File: config.mk
export PLATFORM = sky130hd
export DESIGN_NAME = multicycle_main_controller
export DESIGN_NICKNAME = d
export VERILOG_FILES = /design/src/rtl/multicycle_main_controller_pkg.sv /design/src/rtl/multicycle_main_controller.sv
export SDC_FILE = /design/constraint.sdc
export NUM_CORES = 1
export LEC_CHECK = 0
export CORE_MARGIN = 2
export CORE_UTILIZATION = 47
export CTS_CLUSTER_SIZE = 25
export DETAILED_ROUTE_END_ITERATION = 8
export PLACE_DENSITY = 0.8
export SLEW_MARGIN = 40
export SYNTH_ARGS = -nofsm -noshare
export SYNTH_HDL_FRONTEND = slang
export SYNTH_SLANG_ARGS = --single-unit
File: constraint.sdc
create_clock -name clk -period 2.7 [get_ports clk]
set_input_delay 0.27 -clock clk [delete_from_list [all_inputs] [get_ports clk]]
set_output_delay 0.27 -clock clk [all_outputs]
set_load 0.05 [all_outputs]
File: src/rtl/multicycle_main_controller_pkg.sv
// Shared encodings for the multicycle MIPS main controller: ALU-controller
// operation classes and the opcodes the controller decodes.
package multicycle_main_controller_pkg;

  localparam logic [1:0] ALU_MTYPE = 2'b00;  // add (address / PC arithmetic)
  localparam logic [1:0] ALU_BTYPE = 2'b01;  // subtract (beq compare)
  localparam logic [1:0] ALU_RTYPE = 2'b10;  // use func field
  localparam logic [1:0] ALU_JTYPE = 2'b11;  // ALU unused

  localparam logic [5:0] OP_RTYPE = 6'b000000;
  localparam logic [5:0] OP_LW    = 6'b100011;
  localparam logic [5:0] OP_SW    = 6'b101011;
  localparam logic [5:0] OP_ADDI  = 6'b001000;
  localparam logic [5:0] OP_BEQ   = 6'b000100;
  localparam logic [5:0] OP_J     = 6'b000010;

  function automatic logic is_legal_op(input logic [5:0] op);
    return (op == OP_RTYPE) || (op == OP_LW) || (op == OP_SW) ||
           (op == OP_ADDI) || (op == OP_BEQ) || (op == OP_J);
  endfunction

endpackage

File: src/rtl/multicycle_main_controller.sv
// Main control FSM of the multicycle MIPS datapath: sequences fetch, decode,
// execute, memory and writeback, and counts retired instructions.
module multicycle_main_controller
  import multicycle_main_controller_pkg::*;
#(
  parameter int RETIRE_W = 32
) (
  input  logic                clk,
  input  logic                rst_n,
  input  logic [5:0]          opcode,
  input  logic                mem_ready,
  output logic                pc_write,
  output logic                pc_write_cond,
  output logic [1:0]          pc_src,
  output logic                i_or_d,
  output logic                mem_read,
  output logic                mem_write,
  output logic                ir_write,
  output logic                reg_dst,
  output logic                mem_to_reg,
  output logic                reg_write,
  output logic                alu_src_a,
  output logic [1:0]          alu_src_b,
  output logic [1:0]          alu_op,
  output logic                illegal_op,
  output logic [RETIRE_W-1:0] retired,
  output logic [3:0]          dbg_state
);

  typedef enum logic [3:0] {
    S_RESET    = 4'd0,
    S_FETCH    = 4'd1,
    S_DECODE   = 4'd2,
    S_MEM_ADDR = 4'd3,
    S_MEM_RD   = 4'd4,
    S_WB_MEM   = 4'd5,
    S_MEM_WR   = 4'd6,
    S_EXEC_R   = 4'd7,
    S_WB_R     = 4'd8,
    S_EXEC_I   = 4'd9,
    S_WB_I     = 4'd10,
    S_BRANCH   = 4'd11,
    S_JUMP     = 4'd12
  } state_e;

  state_e              state_q, state_d;
  logic [RETIRE_W-1:0] retired_q, retired_d;
  logic                retire;

  always_ff @(posedge clk or negedge rst_n) begin
    if (!rst_n) begin
      state_q   <= S_RESET;
      retired_q <= '0;
    end else begin
      state_q   <= state_d;
      retired_q <= retired_d;
    end
  end

  // Memory handshake: mem_request (mem_read/mem_write) is held asserted while
  // in FETCH/MEM_RD/MEM_WR; the access completes in the cycle mem_ready is 1,
  // and the FSM advances on that edge. mem_ready is ignored in all other states.
  always_comb begin
    state_d = S_RESET;
    retire  = 1'b0;
    case (state_q)
      S_RESET:    state_d = S_FETCH;
      S_FETCH:    state_d = mem_ready ? S_DECODE : S_FETCH;
      S_DECODE: begin
        case (opcode)
          OP_RTYPE:      state_d = S_EXEC_R;
          OP_LW, OP_SW:  state_d = S_MEM_ADDR;
          OP_ADDI:       state_d = S_EXEC_I;
          OP_BEQ:        state_d = S_BRANCH;
          OP_J:          state_d = S_JUMP;
          default:       state_d = S_FETCH;
        endcase
      end
      S_MEM_ADDR: state_d = (opcode == OP_LW) ? S_MEM_RD : S_MEM_WR;
      S_MEM_RD:   state_d = mem_ready ? S_WB_MEM : S_MEM_RD;
      S_MEM_WR: begin
        state_d = mem_ready ? S_FETCH : S_MEM_WR;
        retire  = mem_ready;
      end
      S_WB_MEM, S_WB_R, S_WB_I, S_BRANCH, S_JUMP: begin
        state_d = S_FETCH;
        retire  = 1'b1;
      end
      S_EXEC_R:   state_d = S_WB_R;
      S_EXEC_I:   state_d = S_WB_I;
      default:    state_d = S_RESET;
    endcase
    retired_d = retired_q + RETIRE_W'(retire);
  end

  always_comb begin
    pc_write      = 1'b0;
    pc_write_cond = 1'b0;
    pc_src        = 2'b00;
    i_or_d        = 1'b0;
    mem_read      = 1'b0;
    mem_write     = 1'b0;
    ir_write      = 1'b0;
    reg_dst       = 1'b0;
    mem_to_reg    = 1'b0;
    reg_write     = 1'b0;
    alu_src_a     = 1'b0;
    alu_src_b     = 2'b00;
    alu_op        = ALU_MTYPE;
    illegal_op    = 1'b0;
    case (state_q)
      S_FETCH: begin
        mem_read  = 1'b1;
        alu_src_b = 2'b01;
        ir_write  = mem_ready;
        pc_write  = mem_ready;
      end
      S_DECODE: begin
        alu_src_b  = 2'b11;
        illegal_op = !is_legal_op(opcode);
      end
      S_MEM_ADDR, S_EXEC_I: begin
        alu_src_a = 1'b1;
        alu_src_b = 2'b10;
      end
      S_MEM_RD: begin
        mem_read = 1'b1;
        i_or_d   = 1'b1;
      end
      S_WB_MEM: begin
        reg_write  = 1'b1;
        mem_to_reg = 1'b1;
      end
      S_MEM_WR: begin
        mem_write = 1'b1;
        i_or_d    = 1'b1;
      end
      S_EXEC_R: begin
        alu_src_a = 1'b1;
        alu_op    = ALU_RTYPE;
      end
      S_WB_R: begin
        reg_write = 1'b1;
        reg_dst   = 1'b1;
      end
      S_WB_I:     reg_write = 1'b1;
      S_BRANCH: begin
        alu_src_a     = 1'b1;
        alu_op        = ALU_BTYPE;
        pc_write_cond = 1'b1;
        pc_src        = 2'b01;
      end
      S_JUMP: begin
        pc_write = 1'b1;
        pc_src   = 2'b10;
        alu_op   = ALU_JTYPE;
      end
      default: ;
    endcase
  end

  assign retired   = retired_q;
  assign dbg_state = state_q;

endmodule

==> impl_metrics.toml <==
[outcome]
status = "finished clean"

[synthesis]
ys_ff_latch = 36
synth_cell_types = 45
synth-compound-area-share = 0.0707
ys_warn_count = 0
synthFlopType = "dfrtp_1"
synth_top_family_by_area = "simple AND/OR/NAND/NOR gates"
syn-instance-count = 203
synth_xor_xnor_area_share = 0.148
syn_avg_cell_area_um2 = 9.86
syn-num-nets = 214
yosysSeqAreaShare = 0.450
synth-async-reset-ratio = 1.00
muxShareOfSynthArea = 0.00500
syn_area_um2 = 2000
synth-simple-area-share = 0.286
synth_edf_count = 0
yosys.area_share.adder = 0.0125

[power]
vdd_drop_max_mv = 1.09
power.density_nw_per_um2 = 887
leakagePower_uw = 0.00121

[worst_setup_path]
worst_path_max_delay_cell = "clkdlybuf4s50_1"
r2r_cells = 10
crit_required_ps = 2430
crit_type = "flop to output pin"
cp.arrival_ps = 2260
crit_path_cell_trace = "buf_4, nand2b_1, o22ai_1, clkdlybuf4s50_1"
cp-startpoint = "dbg_state[1]$_DFF_PN0_"
start_kind = "flop"
cp_max_fo = 11
crit_path_end_kind = "output pin"
max_stage_delay_ps = 840
r2r_start = "dbg_state[3]$_DFF_PN0_"

[cts]
cts_root_buf = "clkbuf_8"
cts_buffers = 5
clock_latency_ps = 280
cts_sinks = 36
post_cts_buffers = 0
htreeDepth = 2
cts_buffer_depth = 2
cts_tree = "yes"
clk_pin_slew_ps = 70

[detailed_routing]
drt_iter0_markers = 110
dr.pass1.iters = 4
routedWlPerCell_um = 14.8
wl_met1_um = 2160
ant_nets = 0
drc = 0
met3_length_um = 241
top_layer_used = "met4"
met2WireLength_um = 2240
viasPerCell = 5.46
vias = 1742
wirelength_um = 4720

[timing]
rsz0062_at_grt = "false"
finalSetupViolCount = 0
hold_violations = 0
fin_ws_ps = 175
worst_pin_slew_ps = 550
timing.fmax_ghz = 0.396
period_minus_slack_ps = 2530
finClkSkew_ps = 7.58
fin_crit_sh = 0.935
slew_viol_final = 0
relSlewSlack = 0.632
hold_ws_ps = 400

[cells_and_area]
drive_gt1_frac = 0.119
areaGrowthSynthToFinish_pct = 41.0
layout_commonest_cell = "clkdlybuf4s50_1"
layout.nets = 279
post-route-util = 0.695
fin_cells = 319
diodes = 0
final_cell_mix = "59 x clkdlybuf4s50_1, 35 x dfrtp_1, 20 x xnor2_1"

[placed_design]
dp_slack_ps = 211
dp.cells = 311
place.gp.congestion = 0.854
dpl.hpwl_um = 3510
port-buffer-count = 61

[hold_path]
hold_class = "input port to asynchronous set/reset pin"

[floorplan]
die_w_um = 69.2
coreArea_um2 = 4060
die_h_um = 69.2
start_util = 0.493
pin_count = 62
fp.dieArea_um2 = 4790
core.rowCount = 23

[global_route]
overflow = 0
grt_pass1_vias = 1769
grt.total_usage = 0.206
grt_max_degree = 37
antenna_found_initial = 0
grt_first_pass_wirelength_um = 8070

[job]
cap_violations = 0
## through the flow
step,total power [µW],setup TNS (ps),cell area (µm²)
floorplan,1670,-1010,2040
global placement,2110,0,2710
detailed placement,2110,0,2710
CTS,2520,0,2810
global route,2630,0,2820
finish,2500,0,2820
## path summary, 6_finish.rpt
kind | end | slack [ps]
max | reg_write | 170
min | retired[15]$_DFF_PN0_ | 400
max reg2reg | retired[24]$_DFF_PN0_ | 230
min reg2reg | retired[31]$_DFF_PN0_ | 480
max in group asynchronous | dbg_state[3]$_DFF_PN0_ | 1960
min in group clk | retired[31]$_DFF_PN0_ | 480
## cells by family after synthesis
family / after synthesis
AND/OR/NAND/NOR: 96
flip-flops: 36
adder cells (fa/ha/maj): 2
XOR/XNOR: 33
buffers and inverters: 13
multiplexers: 1
AO/OA/AOI/OAI: 22
## what timing repair did
action	4_1_cts	5_1_grt
hold buffers	0	0
resized for setup	0	3
setup endpoints to repair	0	3
## routing by layer
metal	track usage	vias to the layer above
li1	-	854
met2	0.335	59
met3	0.0422	6
met1	0.269	823
met4	0.0806	0
met5	0	-
## synth_stat cells, types with 2 or more instances
cell type,number,area (µm²)
nand4b_1,4,35.0
xnor2_1,20,175
and4_1,3,26.3
buf_1,2,7.51
o22ai_1,2,12.5
or2_2,2,12.5
inv_1,4,15.0
and3_1,6,37.5
nand4_1,10,62.6
nand3_1,8,40.0
nor2b_1,4,25.0
a21oi_1,9,45.0
ha_1,2,25.0
nand2b_1,4,25.0
nor4_1,4,25.0
nor3_1,13,65.1
dfrtp_1,36,901
o21ai_0,3,15.0
xor2_1,12,105
nand2_1,15,56.3
nor2_1,11,41.3
a221o_1,2,20.0
clkbuf_1,5,18.8
## layout make-up
type | instances | area [µm²]
Clock buffer | 7 | 86.3
Tap cell | 50 | 62.6
Inverter | 4 | 15.0
Timing Repair Buffer | 67 | 656
Multi-Input combinational cell | 154 | 1090
Clock inverter | 1 | 7.51
Fill cell | 320 | 1240
Sequential cell | 36 | 902
## power by group
part           leakage, µW  internal, µW  switching [µW]
sequential        0.000480           614             121
clock            0.0000445           207             186
combinational     0.000684           471             902
## sequential cells by signal, indices dropped and copies added, names as in the netlist
| signal | count |
|---|---|
| dbg_state | 4 |
| retired | 32 |
## critical path: cells and delay by family, from the launching register on
kind | cells | cell delay (ps)
AO/OA/AOI/OAI | 1 | 200
buffers and inverters | 2 | 1060
flip-flops | 1 | 480
AND/OR/NAND/NOR | 1 | 230
(Power assumes the default switching activity.)
